File: config.mk
export PLATFORM = sky130hd
export DESIGN_NAME = parking_lot_monitor
export DESIGN_NICKNAME = d
export VERILOG_FILES = /design/src/rtl/parking_pkg.sv /design/src/rtl/lane_fsm.sv /design/src/rtl/parking_lot_monitor.sv
export SDC_FILE = /design/constraint.sdc
export NUM_CORES = 1
export LEC_CHECK = 0
export ABC_AREA = 1
export CAP_MARGIN = 20
export CELL_PAD_IN_SITES_DETAIL_PLACEMENT = 1
export CELL_PAD_IN_SITES_GLOBAL_PLACEMENT = 2
export CORE_MARGIN = 10
export CORE_UTILIZATION = 31
export DETAILED_ROUTE_END_ITERATION = 12
export GPL_ROUTABILITY_DRIVEN = 0
export HOLD_SLACK_MARGIN = 0.06
export PLACE_DENSITY_LB_ADDON = 0.3
export RECOVER_POWER = 50
export SLEW_MARGIN = 20
export SYNTH_ARGS = -nofsm -noshare
export SYNTH_HDL_FRONTEND = slang
export SYNTH_SLANG_ARGS = --single-unit
File: constraint.sdc
create_clock -name clk -period 3.9 [get_ports clk]
set_input_delay 0.585 -clock clk [delete_from_list [all_inputs] [get_ports clk]]
set_output_delay 0.585 -clock clk [all_outputs]
set_load 0.05 [all_outputs]
File: src/rtl/parking_pkg.sv
// Shared types and sensor-pattern constants for the parking-lot occupancy monitor.
package parking_pkg;

    // Per-lane crossing tracker states: entry path EN1..EN3, exit path EX1..EX3.
    typedef enum logic [2:0] {
        ST_IDLE,
        ST_EN1,
        ST_EN2,
        ST_EN3,
        ST_EX1,
        ST_EX2,
        ST_EX3,
        ST_ABORT
    } lane_state_t;

    // Synchronised sensor pattern, packed as {A, B}.
    localparam logic [1:0] AB_CLR = 2'b00;
    localparam logic [1:0] AB_A   = 2'b10;
    localparam logic [1:0] AB_AB  = 2'b11;
    localparam logic [1:0] AB_B   = 2'b01;

endpackage

File: src/rtl/lane_fsm.sv
// One lane's crossing recogniser: accepts only complete 4-phase entry/exit sequences.
module lane_fsm
    import parking_pkg::*;
(
    input  logic clk,
    input  logic reset,
    input  logic a_s,
    input  logic b_s,
    output logic enter,
    output logic exit,
    output logic seq_error,
    output logic enter_nxt,
    output logic exit_nxt
);

    lane_state_t state_q, state_d;
    logic        enter_q, enter_d;
    logic        exit_q, exit_d;
    logic        err_q, err_d;
    logic [1:0]  ab;

    assign ab = {a_s, b_s};

    // State and pulse registers.
    always_ff @(posedge clk) begin
        if (reset) begin
            state_q <= ST_IDLE;
            enter_q <= 1'b0;
            exit_q  <= 1'b0;
            err_q   <= 1'b0;
        end else begin
            state_q <= state_d;
            enter_q <= enter_d;
            exit_q  <= exit_d;
            err_q   <= err_d;
        end
    end

    // Next-state decode; an illegal jump enters ABORT and raises a one-cycle error.
    always_comb begin
        state_d = state_q;
        enter_d = 1'b0;
        exit_d  = 1'b0;
        err_d   = 1'b0;
        unique case (state_q)
            ST_IDLE: begin
                if (ab == AB_A)       state_d = ST_EN1;
                else if (ab == AB_B)  state_d = ST_EX1;
                else if (ab == AB_AB) begin state_d = ST_ABORT; err_d = 1'b1; end
            end
            ST_EN1: begin
                if (ab == AB_AB)       state_d = ST_EN2;
                else if (ab == AB_CLR) state_d = ST_IDLE;
                else if (ab == AB_B)   begin state_d = ST_ABORT; err_d = 1'b1; end
            end
            ST_EN2: begin
                if (ab == AB_B)        state_d = ST_EN3;
                else if (ab == AB_A)   state_d = ST_EN1;
                else if (ab == AB_CLR) begin state_d = ST_ABORT; err_d = 1'b1; end
            end
            ST_EN3: begin
                if (ab == AB_CLR)     begin state_d = ST_IDLE; enter_d = 1'b1; end
                else if (ab == AB_AB) state_d = ST_EN2;
                else if (ab == AB_A)  begin state_d = ST_ABORT; err_d = 1'b1; end
            end
            ST_EX1: begin
                if (ab == AB_AB)       state_d = ST_EX2;
                else if (ab == AB_CLR) state_d = ST_IDLE;
                else if (ab == AB_A)   begin state_d = ST_ABORT; err_d = 1'b1; end
            end
            ST_EX2: begin
                if (ab == AB_A)        state_d = ST_EX3;
                else if (ab == AB_B)   state_d = ST_EX1;
                else if (ab == AB_CLR) begin state_d = ST_ABORT; err_d = 1'b1; end
            end
            ST_EX3: begin
                if (ab == AB_CLR)     begin state_d = ST_IDLE; exit_d = 1'b1; end
                else if (ab == AB_AB) state_d = ST_EX2;
                else if (ab == AB_B)  begin state_d = ST_ABORT; err_d = 1'b1; end
            end
            ST_ABORT: begin
                if (ab == AB_CLR) state_d = ST_IDLE;
            end
            default: state_d = ST_IDLE;
        endcase
    end

    assign enter     = enter_q;
    assign exit      = exit_q;
    assign seq_error = err_q;
    assign enter_nxt = enter_d;
    assign exit_nxt  = exit_d;

endmodule

File: src/rtl/parking_lot_monitor.sv
// Multi-lane occupancy tracker: sensor synchronisers, per-lane FSMs, saturating counter.
module parking_lot_monitor
    import parking_pkg::*;
#(
    parameter  int NUM_LANES   = 2,
    parameter  int CAPACITY    = 25,
    parameter  int SYNC_STAGES = 2,
    localparam int CW          = $clog2(CAPACITY + 1)
) (
    input  logic                 clk,
    input  logic                 reset,
    input  logic [NUM_LANES-1:0] A,
    input  logic [NUM_LANES-1:0] B,
    output logic [NUM_LANES-1:0] enter,
    output logic [NUM_LANES-1:0] exit,
    output logic [NUM_LANES-1:0] seq_error,
    output logic [CW-1:0]        count,
    output logic                 full,
    output logic                 empty,
    output logic                 overflow,
    output logic                 underflow
);

    localparam logic        [CW-1:0] CAP_U = CW'(CAPACITY);
    localparam logic signed [CW+1:0] CAP_S = (CW + 2)'(CAPACITY);

    logic [NUM_LANES-1:0] a_sync_q [SYNC_STAGES];
    logic [NUM_LANES-1:0] b_sync_q [SYNC_STAGES];
    logic [NUM_LANES-1:0] enter_nxt, exit_nxt;

    logic        [CW+1:0] n_en, n_ex;
    logic signed [CW+1:0] delta, sum_s;
    logic        [CW-1:0] count_q, count_d;
    logic                 ovf_q, ovf_d, unf_q, unf_d;

    // Multi-flop synchroniser for the asynchronous beam inputs.
    always_ff @(posedge clk) begin
        if (reset) begin
            for (int unsigned k = 0; k < SYNC_STAGES; k++) begin
                a_sync_q[k] <= '0;
                b_sync_q[k] <= '0;
            end
        end else begin
            a_sync_q[0] <= A;
            b_sync_q[0] <= B;
            for (int unsigned k = 1; k < SYNC_STAGES; k++) begin
                a_sync_q[k] <= a_sync_q[k-1];
                b_sync_q[k] <= b_sync_q[k-1];
            end
        end
    end

    for (genvar g = 0; g < NUM_LANES; g++) begin : g_lane
        lane_fsm u_lane (
            .clk       (clk),
            .reset     (reset),
            .a_s       (a_sync_q[SYNC_STAGES-1][g]),
            .b_s       (b_sync_q[SYNC_STAGES-1][g]),
            .enter     (enter[g]),
            .exit      (exit[g]),
            .seq_error (seq_error[g]),
            .enter_nxt (enter_nxt[g]),
            .exit_nxt  (exit_nxt[g])
        );
    end

    // Net change from this edge's completed crossings, clamped to [0, CAPACITY].
    always_comb begin
        n_en = '0;
        n_ex = '0;
        for (int unsigned i = 0; i < NUM_LANES; i++) begin
            n_en = n_en + {{(CW + 1){1'b0}}, enter_nxt[i]};
            n_ex = n_ex + {{(CW + 1){1'b0}}, exit_nxt[i]};
        end
        delta   = signed'(n_en - n_ex);
        sum_s   = signed'({2'b00, count_q}) + delta;
        count_d = sum_s[CW-1:0];
        ovf_d   = 1'b0;
        unf_d   = 1'b0;
        if (sum_s > CAP_S) begin
            count_d = CAP_U;
            ovf_d   = 1'b1;
        end else if (sum_s[CW+1]) begin
            count_d = '0;
            unf_d   = 1'b1;
        end
    end

    // Occupancy register and clamp flags, updated on the same edge as the lane pulses.
    always_ff @(posedge clk) begin
        if (reset) begin
            count_q <= '0;
            ovf_q   <= 1'b0;
            unf_q   <= 1'b0;
        end else begin
            count_q <= count_d;
            ovf_q   <= ovf_d;
            unf_q   <= unf_d;
        end
    end

    assign count     = count_q;
    assign overflow  = ovf_q;
    assign underflow = unf_q;
    assign full      = (count_q == CAP_U);
    assign empty     = (count_q == '0);

endmodule

==> results of run 1 <==
-- layer usage --
metal / vias to the layer above / track usage [%] / wire [um]
met3: 5 / 2.85 / 275
li1: 1125 / - / -
met4: 0 / 1.61 / 43
met2: 43 / 19.0 / 2870
met5: - / 0 / 0
met1: 1026 / 15.2 / 3140
-- state kept, by name (all words and copies together) (netlist names) --
register	cells
a_sync_q	4
g_lane.u_lane.seq_error	2
g_lane.u_lane.exit	2
overflow	1
count	5
underflow	1
g_lane.u_lane.state_q	6
g_lane.u_lane.enter	2
b_sync_q	4
-- cell type report --
class / count / area (um^2)
clock buffers: 3 / 41.3
clock inverters: 1 / 7.51
fillers: 903 / 4320
inverters: 63 / 236
multi-input cells: 245 / 1320
flip-flops and latches: 27 / 546
well taps: 96 / 120
repair buffers: 21 / 208
-- logic make-up after synthesis --
logic type	after synthesis	synth area share, %
AOI/OAI and AO/OA	46	11.6
adders and majority gates	22	13.4
xor gates and xnor gates	1	0.405
DFF	27	25.0
buffers and inverters	74	14.2
and+or+nand+nor	176	35.4
-- timing repair --
action / in CTS / in global routing
setup endpoints to repair: 0 / 6
setup buffers: 0 / 0
hold buffers: 0 / 0
resized for setup: 0 / 5
-- per-stage QoR --
step           hold WS, ns  instances  setup WS (ns)  util, %  power, mW
2_1_floorplan        0.388        346          0.760        -      0.983
3_3_place_gp         0.392        452          0.218     35.7       1.22
3_5_place_dp         0.398        452          0.206     35.7       1.21
4_1_cts              0.413        456          0.145     36.4       1.38
5_1_grt              0.442        456         0.0375     36.5       1.50
6_report             0.402        456          0.387     36.5       1.37
-- worst paths after layout --
check                                                from                        end  slack (ns)  depth (start not counted)
worst max-delay path            b_sync_q[0][2]$_SDFF_PP0_        count[2]$_SDFF_PP0_        0.39                         18
worst min-delay path            b_sync_q[0][1]$_SDFF_PP0_  b_sync_q[0][3]$_SDFF_PP0_        0.40                          2
worst min register to register  b_sync_q[0][1]$_SDFF_PP0_  b_sync_q[0][3]$_SDFF_PP0_        0.40                          2
worst max register to register  b_sync_q[0][2]$_SDFF_PP0_        count[2]$_SDFF_PP0_        0.39                         18
-- power by group through the flow --
stage | sequential [mW] | clock (mW) | combinational (mW)
final | 0.417 | 0.165 | 0.787
after global routing | 0.427 | 0.185 | 0.889
after CTS | 0.416 | 0.174 | 0.791
after detailed placement | 0.423 | 0 | 0.785
after global placement | 0.426 | 0 | 0.791
after floorplan | 0.443 | 0 | 0.540
-- worst max-delay path, stage by stage, from the launching register on --
cell	delay, ns
dfxtp_2	0.37
inv_1	0.21
ha_1	0.21
clkinv_1	0.23
nor2_1	0.23
fa_1	0.42
inv_1	0.07
ha_1	0.15
inv_1	0.06
ha_1	0.27
inv_1	0.06
fa_1	0.48
nand4_1	0.16
nand2_1	0.06
nand2_1	0.08
nand2_1	0.06
nor2_2	0.14
nand3_1	0.12
nor2_1	0.10
-- cell usage after synthesis (all sizes together) --
| cell | instances | area (um^2) |
|---|---|---|
| a211oi | 2 | 15.0 |
| dfxtp | 27 | 541 |
| buf | 8 | 57.6 |
| nand3b | 2 | 15.0 |
| a21oi | 20 | 100 |
| inv | 62 | 233 |
| o21ai | 15 | 75.1 |
| o31ai | 1 | 7.51 |
| clkbuf | 3 | 12.5 |
| xor2 | 1 | 8.76 |
| nor4 | 2 | 12.5 |
| nor2 | 38 | 148 |
| a31oi | 5 | 31.3 |
| ha | 20 | 250 |
| o211ai | 3 | 22.5 |
| fa | 2 | 40.0 |
| clkinv | 1 | 3.75 |
| nand4 | 8 | 50.1 |
| nand3 | 34 | 175 |
| nor3 | 7 | 45.0 |
| nand2 | 85 | 322 |
==> impl_metrics.tcl, run 1 <==
set metrics [dict create \
    numPortBuffers 20 \
    clkPwrFrac_pct 12.0 \
    fmax_mhz 285 \
    rows 30 \
    p_int_mw 0.657 \
    fin_crit_ns 3.51 \
    final_area_um2 2480 \
    grt_pass1_wl_um 10800 \
    slew_viol_final 0 \
    cts_sinks 27 \
    ys_seq_elements 27 \
    power_density_nw_per_um2 552 \
    synthCells 346 \
    hold_class "reg2reg" \
    vias 2199 \
    cts_buffers 3 \
    hold_violations 0 \
    drt-total-wl_um 6330 \
    ant_nets 0 \
    clock_latency_ns 0.28 \
    die-area_um2 10700 \
    antenna_found_initial 0 \
    mostFrequentLayoutCell "nand2_1" \
    finalSetupViolCount 0 \
    die_w_um 104 \
    relSlewSlack_pct 43.1 \
    ys_seq_area_share_pct 25.0 \
    core_area_um2 6790 \
    cp_max_fo 10 \
    synth_fp_nets 374 \
    p_comb_share_pct 57.5 \
    io_pins 21 \
    endpoint_kind "flop" \
    arrival_ns 3.74 \
    clkTransAtPathRegs_ns 0.10 \
    yosys_warnings 0 \
    cts_max_level 1 \
    netlist_area_um2 2160 \
    grt_pass1_vias 2227 \
    cts_tree "yes" \
    rsz0062_at_grt "false" \
    drc 0 \
    cap_violations 0 \
    p_seq_share_pct 30.5 \
    drive_gt1_share_pct 5.56 \
    hpwlAfterDp_um 5240 \
    final_cell_mix "nand2_1 (84), inv_1 (58), nor2_1 (36), nand3_1 (33), dfxtp_1 (23)" \
    grt_max_degree 23 \
    p_leak_nw 1.25 \
    antenna_cells 0 \
    path_class "reg2reg" \
    switching_share_pct 52.0 \
    skew_ns 0.0111 \
    placed_area_um2 2420 \
    cts_buffer_depth 2 \
    fin_setup_tns_ns 0 \
    vias_per_cell 4.82 \
    worst_pin_slew_ns 0.851 \
    fin_nets 389 \
    ir_drop_v 0.000539 \
    startpoint_type "flop" \
    p_sw_mw 0.711 \
    syn_area_per_cell_um2 6.26 \
    grtUsageTotal_pct 11.6 \
    worst-endpoint-required_ns 4.13 \
    start_util_pct 31.9 \
    outcome "complete, no violations" \
    root_buffer "clkbuf_8" \
    area_growth_pct 14.5 \
    firstDrtPassIters 4 \
    synthDistinctLibCells 29 \
    wl_per_cell_um 13.9 \
    die_h_um 104 \
    overflow 0 \
    min_period_over_period_pct 90.1 \
    drt_iter0_markers 65 \
]
Note: power is estimated with default switching activity, not from simulation.
==> inputs of run 2 (changes only) <==
--- a/config.mk
+++ b/config.mk
@@ -14,7 +14,7 @@
 export DETAILED_ROUTE_END_ITERATION = 12
 export GPL_ROUTABILITY_DRIVEN = 0
 export HOLD_SLACK_MARGIN = 0.06
-export PLACE_DENSITY_LB_ADDON = 0.3
+export PLACE_DENSITY = 0.81
 export RECOVER_POWER = 50
 export SLEW_MARGIN = 20
 export SYNTH_ARGS = -nofsm -noshare
==> impl_metrics.tcl, run 2 (synthesis results as in run 1) <==
set metrics [dict create \
    switching_share_pct 51.7 \
    rows 30 \
    die_w_um 104 \
    top_register "g_lane.u_lane.state_q" \
    mostFrequentLayoutCell "nand2_1" \
    relSlewSlack_pct 44.2 \
    rsz0062_at_grt "false" \
    p_comb_share_pct 57.4 \
    post_cts_buffers 0 \
    cp_max_fo 10 \
    antenna_found_initial 0 \
    p_int_mw 0.655 \
    path_class "reg2reg" \
    crit_chain "inv_1 -> ha_1 -> inv_1 -> nor2_1 -> fa_1 -> inv_1 -> ha_1 -> inv_1 -> ha_2 -> ha_1 -> nand3_1 -> nand2_1 -> o21ai_1 -> nand2_1 -> nand2_1 -> nand2_1 -> nor2_2 -> nand3_1 -> nor2_1" \
    fin_crit_ns 3.45 \
    drc 0 \
    slew_viol_final 0 \
    path_buf_inv 4 \
    arrival_ns 3.66 \
    place_ws_ns 0.201 \
    core_area_um2 6790 \
    skew_ns 0.00671 \
    power_density_nw_per_um2 546 \
    outcome "complete, no violations" \
    wl_per_cell_um 13.8 \
    min_period_over_period_pct 88.4 \
    post_cts_resized 0 \
    placed_area_um2 2420 \
    drive_gt1_share_pct 5.83 \
    final_area_um2 2480 \
    fin_setup_tns_ns 0 \
    die_h_um 104 \
    fin_nets 389 \
    cts_max_level 1 \
    grt_pass1_vias 2310 \
    worst_pin_slew_ns 0.834 \
    slowest_delay_ns 0.51 \
    grt_max_degree 23 \
    cap_violations 0 \
    numPortBuffers 20 \
    fillers 898 \
    p_leak_nw 1.25 \
    fmax_mhz 290 \
    drt_iter0_markers 82 \
    cts_buffers 3 \
    start_util_pct 31.9 \
    drt-total-wl_um 6310 \
    vias_per_cell 4.81 \
    cts_buffer_depth 2 \
    ir_drop_v 0.000444 \
    critPathTopFamily "adder cells" \
    finalPower_mw 1.36 \
    setup_ws_ns 0.451 \
    area_growth_pct 14.7 \
    cts_sinks 27 \
    p_sw_mw 0.701 \
    grtUsageTotal_pct 11.6 \
    clock_latency_ns 0.27 \
    critical_path.slowest_cell "fa_1" \
    io_pins 21 \
    die-area_um2 10700 \
    startpoint_type "flop" \
    largest_reg_flops 6 \
    cts_tree "yes" \
    hpwlAfterDp_um 5140 \
    p_seq_share_pct 30.9 \
    antenna_cells 0 \
    ant_nets 0 \
    firstDrtPassIters 4 \
    root_buffer "clkbuf_8" \
    endpoint_kind "flop" \
    fin_hold_ws_ns 0.405 \
    clkTransAtPathRegs_ns 0.09 \
    clkPwrFrac_pct 11.7 \
    hold_violations 0 \
    worst-endpoint-required_ns 4.12 \
    ctsHoldBuffers 0 \
    grt_pass1_wl_um 10900 \
    vias 2192 \
    finalSetupViolCount 0 \
    final_cell_mix "nand2_1 (84), inv_1 (57), nor2_1 (36), nand3_1 (33), dfxtp_1 (23)" \
    overflow 0 \
    hold_class "reg2reg" \
]
run 2: metal layers:
layer	global-route usage, %	part of all wire (%)
met1	15.0	48
met5	0	0
met2	18.9	45
met3	2.91	5.2
met4	2.22	0.94
run 2: final cells by class:
type / count / area, um^2 / share of cell area [%]
Inverter: 63 / 236 / 9.52
Sequential cell: 27 / 551 / 22.2
Tap cell: 96 / 120 / 4.84
Timing Repair Buffer: 21 / 208 / 8.36
Clock inverter: 1 / 7.51 / 0.302
Multi-Input combinational cell: 245 / 1320 / 53.1
Clock buffer: 3 / 41.3 / 1.66
run 2: stage by stage:
| stage | util, % | instances |
|---|---|---|
| after floorplan | - | 346 |
| after CTS | 36.4 | 456 |
| after global routing | 36.6 | 456 |
| after detailed placement | 35.7 | 452 |
| after global placement | 35.7 | 452 |
| final | 36.6 | 456 |
run 2: worst reg2reg max path, cell delays in order, from the launching register on:
cell	delay, ns
dfxtp_4	0.43
inv_1	0.12
ha_1	0.26
inv_1	0.17
nor2_1	0.09
fa_1	0.51
inv_1	0.04
ha_1	0.19
inv_1	0.08
ha_2	0.24
ha_1	0.31
nand3_1	0.12
nand2_1	0.07
o21ai_1	0.17
nand2_1	0.08
nand2_1	0.08
nand2_1	0.06
nor2_2	0.16
nand3_1	0.13
nor2_1	0.09
run 2: worst paths after layout:
kind / start / to / slack [ns] / cells after the start
setup reg to reg: a_sync_q[0][3]$_SDFF_PP0_ / count[2]$_SDFF_PP0_ / 0.45 / 19
hold reg to reg: b_sync_q[0][1]$_SDFF_PP0_ / b_sync_q[0][3]$_SDFF_PP0_ / 0.41 / 2
setup / recovery: a_sync_q[0][3]$_SDFF_PP0_ / count[2]$_SDFF_PP0_ / 0.45 / 19
hold / removal: b_sync_q[0][1]$_SDFF_PP0_ / b_sync_q[0][3]$_SDFF_PP0_ / 0.41 / 2
run 2: power by group through the flow:
stage,Clock [mW],Combinational [mW],Sequential (mW)
6_report,0.158,0.779,0.419
5_1_grt,0.179,0.891,0.428
4_1_cts,0.167,0.789,0.419
3_5_place_dp,0,0.782,0.424
3_3_place_gp,0,0.785,0.422
2_1_floorplan,0,0.540,0.443
==> inputs of run 3 (changes only) <==
==> constraint.sdc (replaced) <==
create_clock -name clk -period 3.9 [get_ports clk]
set_input_delay 0.78 -clock clk [delete_from_list [all_inputs] [get_ports clk]]
set_output_delay 0.78 -clock clk [all_outputs]
set_load 0.05 [all_outputs]
==> impl_metrics.tcl, run 3 (synthesis results as in run 1) <==
set metrics [dict create \
    grtUsageTotal_pct 11.6 \
    drc 0 \
    clock_latency_ns 0.27 \
    rows 30 \
    routed-wl-met2_um 2870 \
    drt-total-wl_um 6320 \
    start_util_pct 31.9 \
    fin_nets 389 \
    fin_crit_ns 3.45 \
    worst_pin_slew_ns 0.832 \
    cts_tree "yes" \
    path_class "reg2reg" \
    endpoint_kind "flop" \
    startpoint_type "flop" \
    final_cell_mix "nand2_1 (84), inv_1 (57), nor2_1 (36), nand3_1 (33), dfxtp_1 (23)" \
    root_buffer "clkbuf_8" \
    vias_per_cell 4.80 \
    ff2ff_setup_slack_ns 0.45 \
    ctsHoldBuffers 0 \
    vias 2191 \
    grt_pass1_vias 2310 \
    p_leak_nw 1.25 \
    die_w_um 104 \
    die-area_um2 10700 \
    grt_max_degree 23 \
    met3_length_um 338 \
    grt_pass1_wl_um 10900 \
    worst-endpoint-required_ns 4.12 \
    firstDrtPassIters 4 \
    cts_sinks 27 \
    skew_ns 0.00671 \
    top_register "g_lane.u_lane.state_q" \
    cp_max_fo 10 \
    fin_setup_tns_ns 0 \
    core_area_um2 6790 \
    relSlewSlack_pct 44.3 \
    drt-met1-wl_um 3050 \
    cts_buffers 3 \
    largest_reg_flops 6 \
    cts_max_level 1 \
    fin_hold_ws_ns 0.405 \
    area_growth_pct 14.7 \
    mostFrequentLayoutCell "nand2_1" \
    numPortBuffers 20 \
    antenna_cells 0 \
    routed.top_layer "met4" \
    fmax_mhz 290 \
    ant_nets 0 \
    cts_buffer_depth 2 \
    cap_violations 0 \
    finalSetupViolCount 0 \
    hpwlAfterDp_um 5140 \
    drive_gt1_share_pct 5.83 \
    arrival_ns 3.67 \
    min_period_over_period_pct 88.4 \
    clkTransAtPathRegs_ns 0.09 \
    overflow 0 \
    io_pins 21 \
    rsz0062_at_grt "false" \
    hold_class "reg2reg" \
    die_h_um 104 \
    drt_iter0_markers 88 \
    hold_violations 0 \
    slew_viol_final 0 \
    outcome "complete, no violations" \
    power_density_nw_per_um2 546 \
    ir_drop_v 0.000444 \
    antenna_found_initial 0 \
    finalPower_mw 1.36 \
    wl_per_cell_um 13.9 \
]
-- run 3: critical path: stages (launching register included) --
cell and delay (ns):
dfxtp_4 0.43, inv_1 0.12, ha_1 0.26, inv_1 0.17, nor2_1 0.09, fa_1 0.51, inv_1 0.04, ha_1 0.19
inv_1 0.08, ha_2 0.23, ha_1 0.31, nand3_1 0.12, nand2_1 0.07, o21ai_1 0.17, nand2_1 0.08, nand2_1 0.08
nand2_1 0.06, nor2_2 0.16, nand3_1 0.13, nor2_1 0.09
-- run 3: power by group --
group	leakage, nW	internal, mW	switching [mW]
logic	1.01	0.254	0.526
clock network	0.0217	0.0724	0.0860
registers	0.223	0.329	0.0889
total	1.25	0.655	0.701
-- run 3: final timing paths --
check	startpoint	end	cells past startpoint
setup reg to reg	a_sync_q[0][3]$_SDFF_PP0_	count[2]$_SDFF_PP0_	19
hold / removal	b_sync_q[0][1]$_SDFF_PP0_	b_sync_q[0][3]$_SDFF_PP0_	2
setup / recovery	a_sync_q[0][3]$_SDFF_PP0_	count[2]$_SDFF_PP0_	19
hold reg to reg	b_sync_q[0][1]$_SDFF_PP0_	b_sync_q[0][3]$_SDFF_PP0_	2
-- run 3: metal layers --
layer	track usage [%]	vias up
met5	0	-
met3	2.91	6
met1	15.0	1009
li1	-	1130
met4	2.22	0
met2	18.9	46
-- run 3: per-stage QoR --
stage	worst slack (ns)	cell area (um^2)	util [%]	std cells
5_1_grt	0.0216	2480	36.6	456
3_3_place_gp	0.268	2420	35.7	452
3_5_place_dp	0.201	2420	35.7	452
4_1_cts	0.139	2470	36.4	456
6_report	0.451	2480	36.6	456
2_1_floorplan	0.760	2160	-	346
-- run 3: repair_timing --
| action | 4_1_cts | 5_1_grt |
|---|---|---|
| gates resized for setup | 0 | 8 |
| setup buffers | 0 | 0 |
| endpoints found under the setup margin | 0 | 6 |
-- run 3: cell type report --
type	instances	area, um^2
clock buffer	3	41.3
clock inverter	1	7.51
fill	898	4310
inverter	63	236
multi-input combinational	245	1320
sequential	27	551
tap	96	120
timing repair buffer	21	208
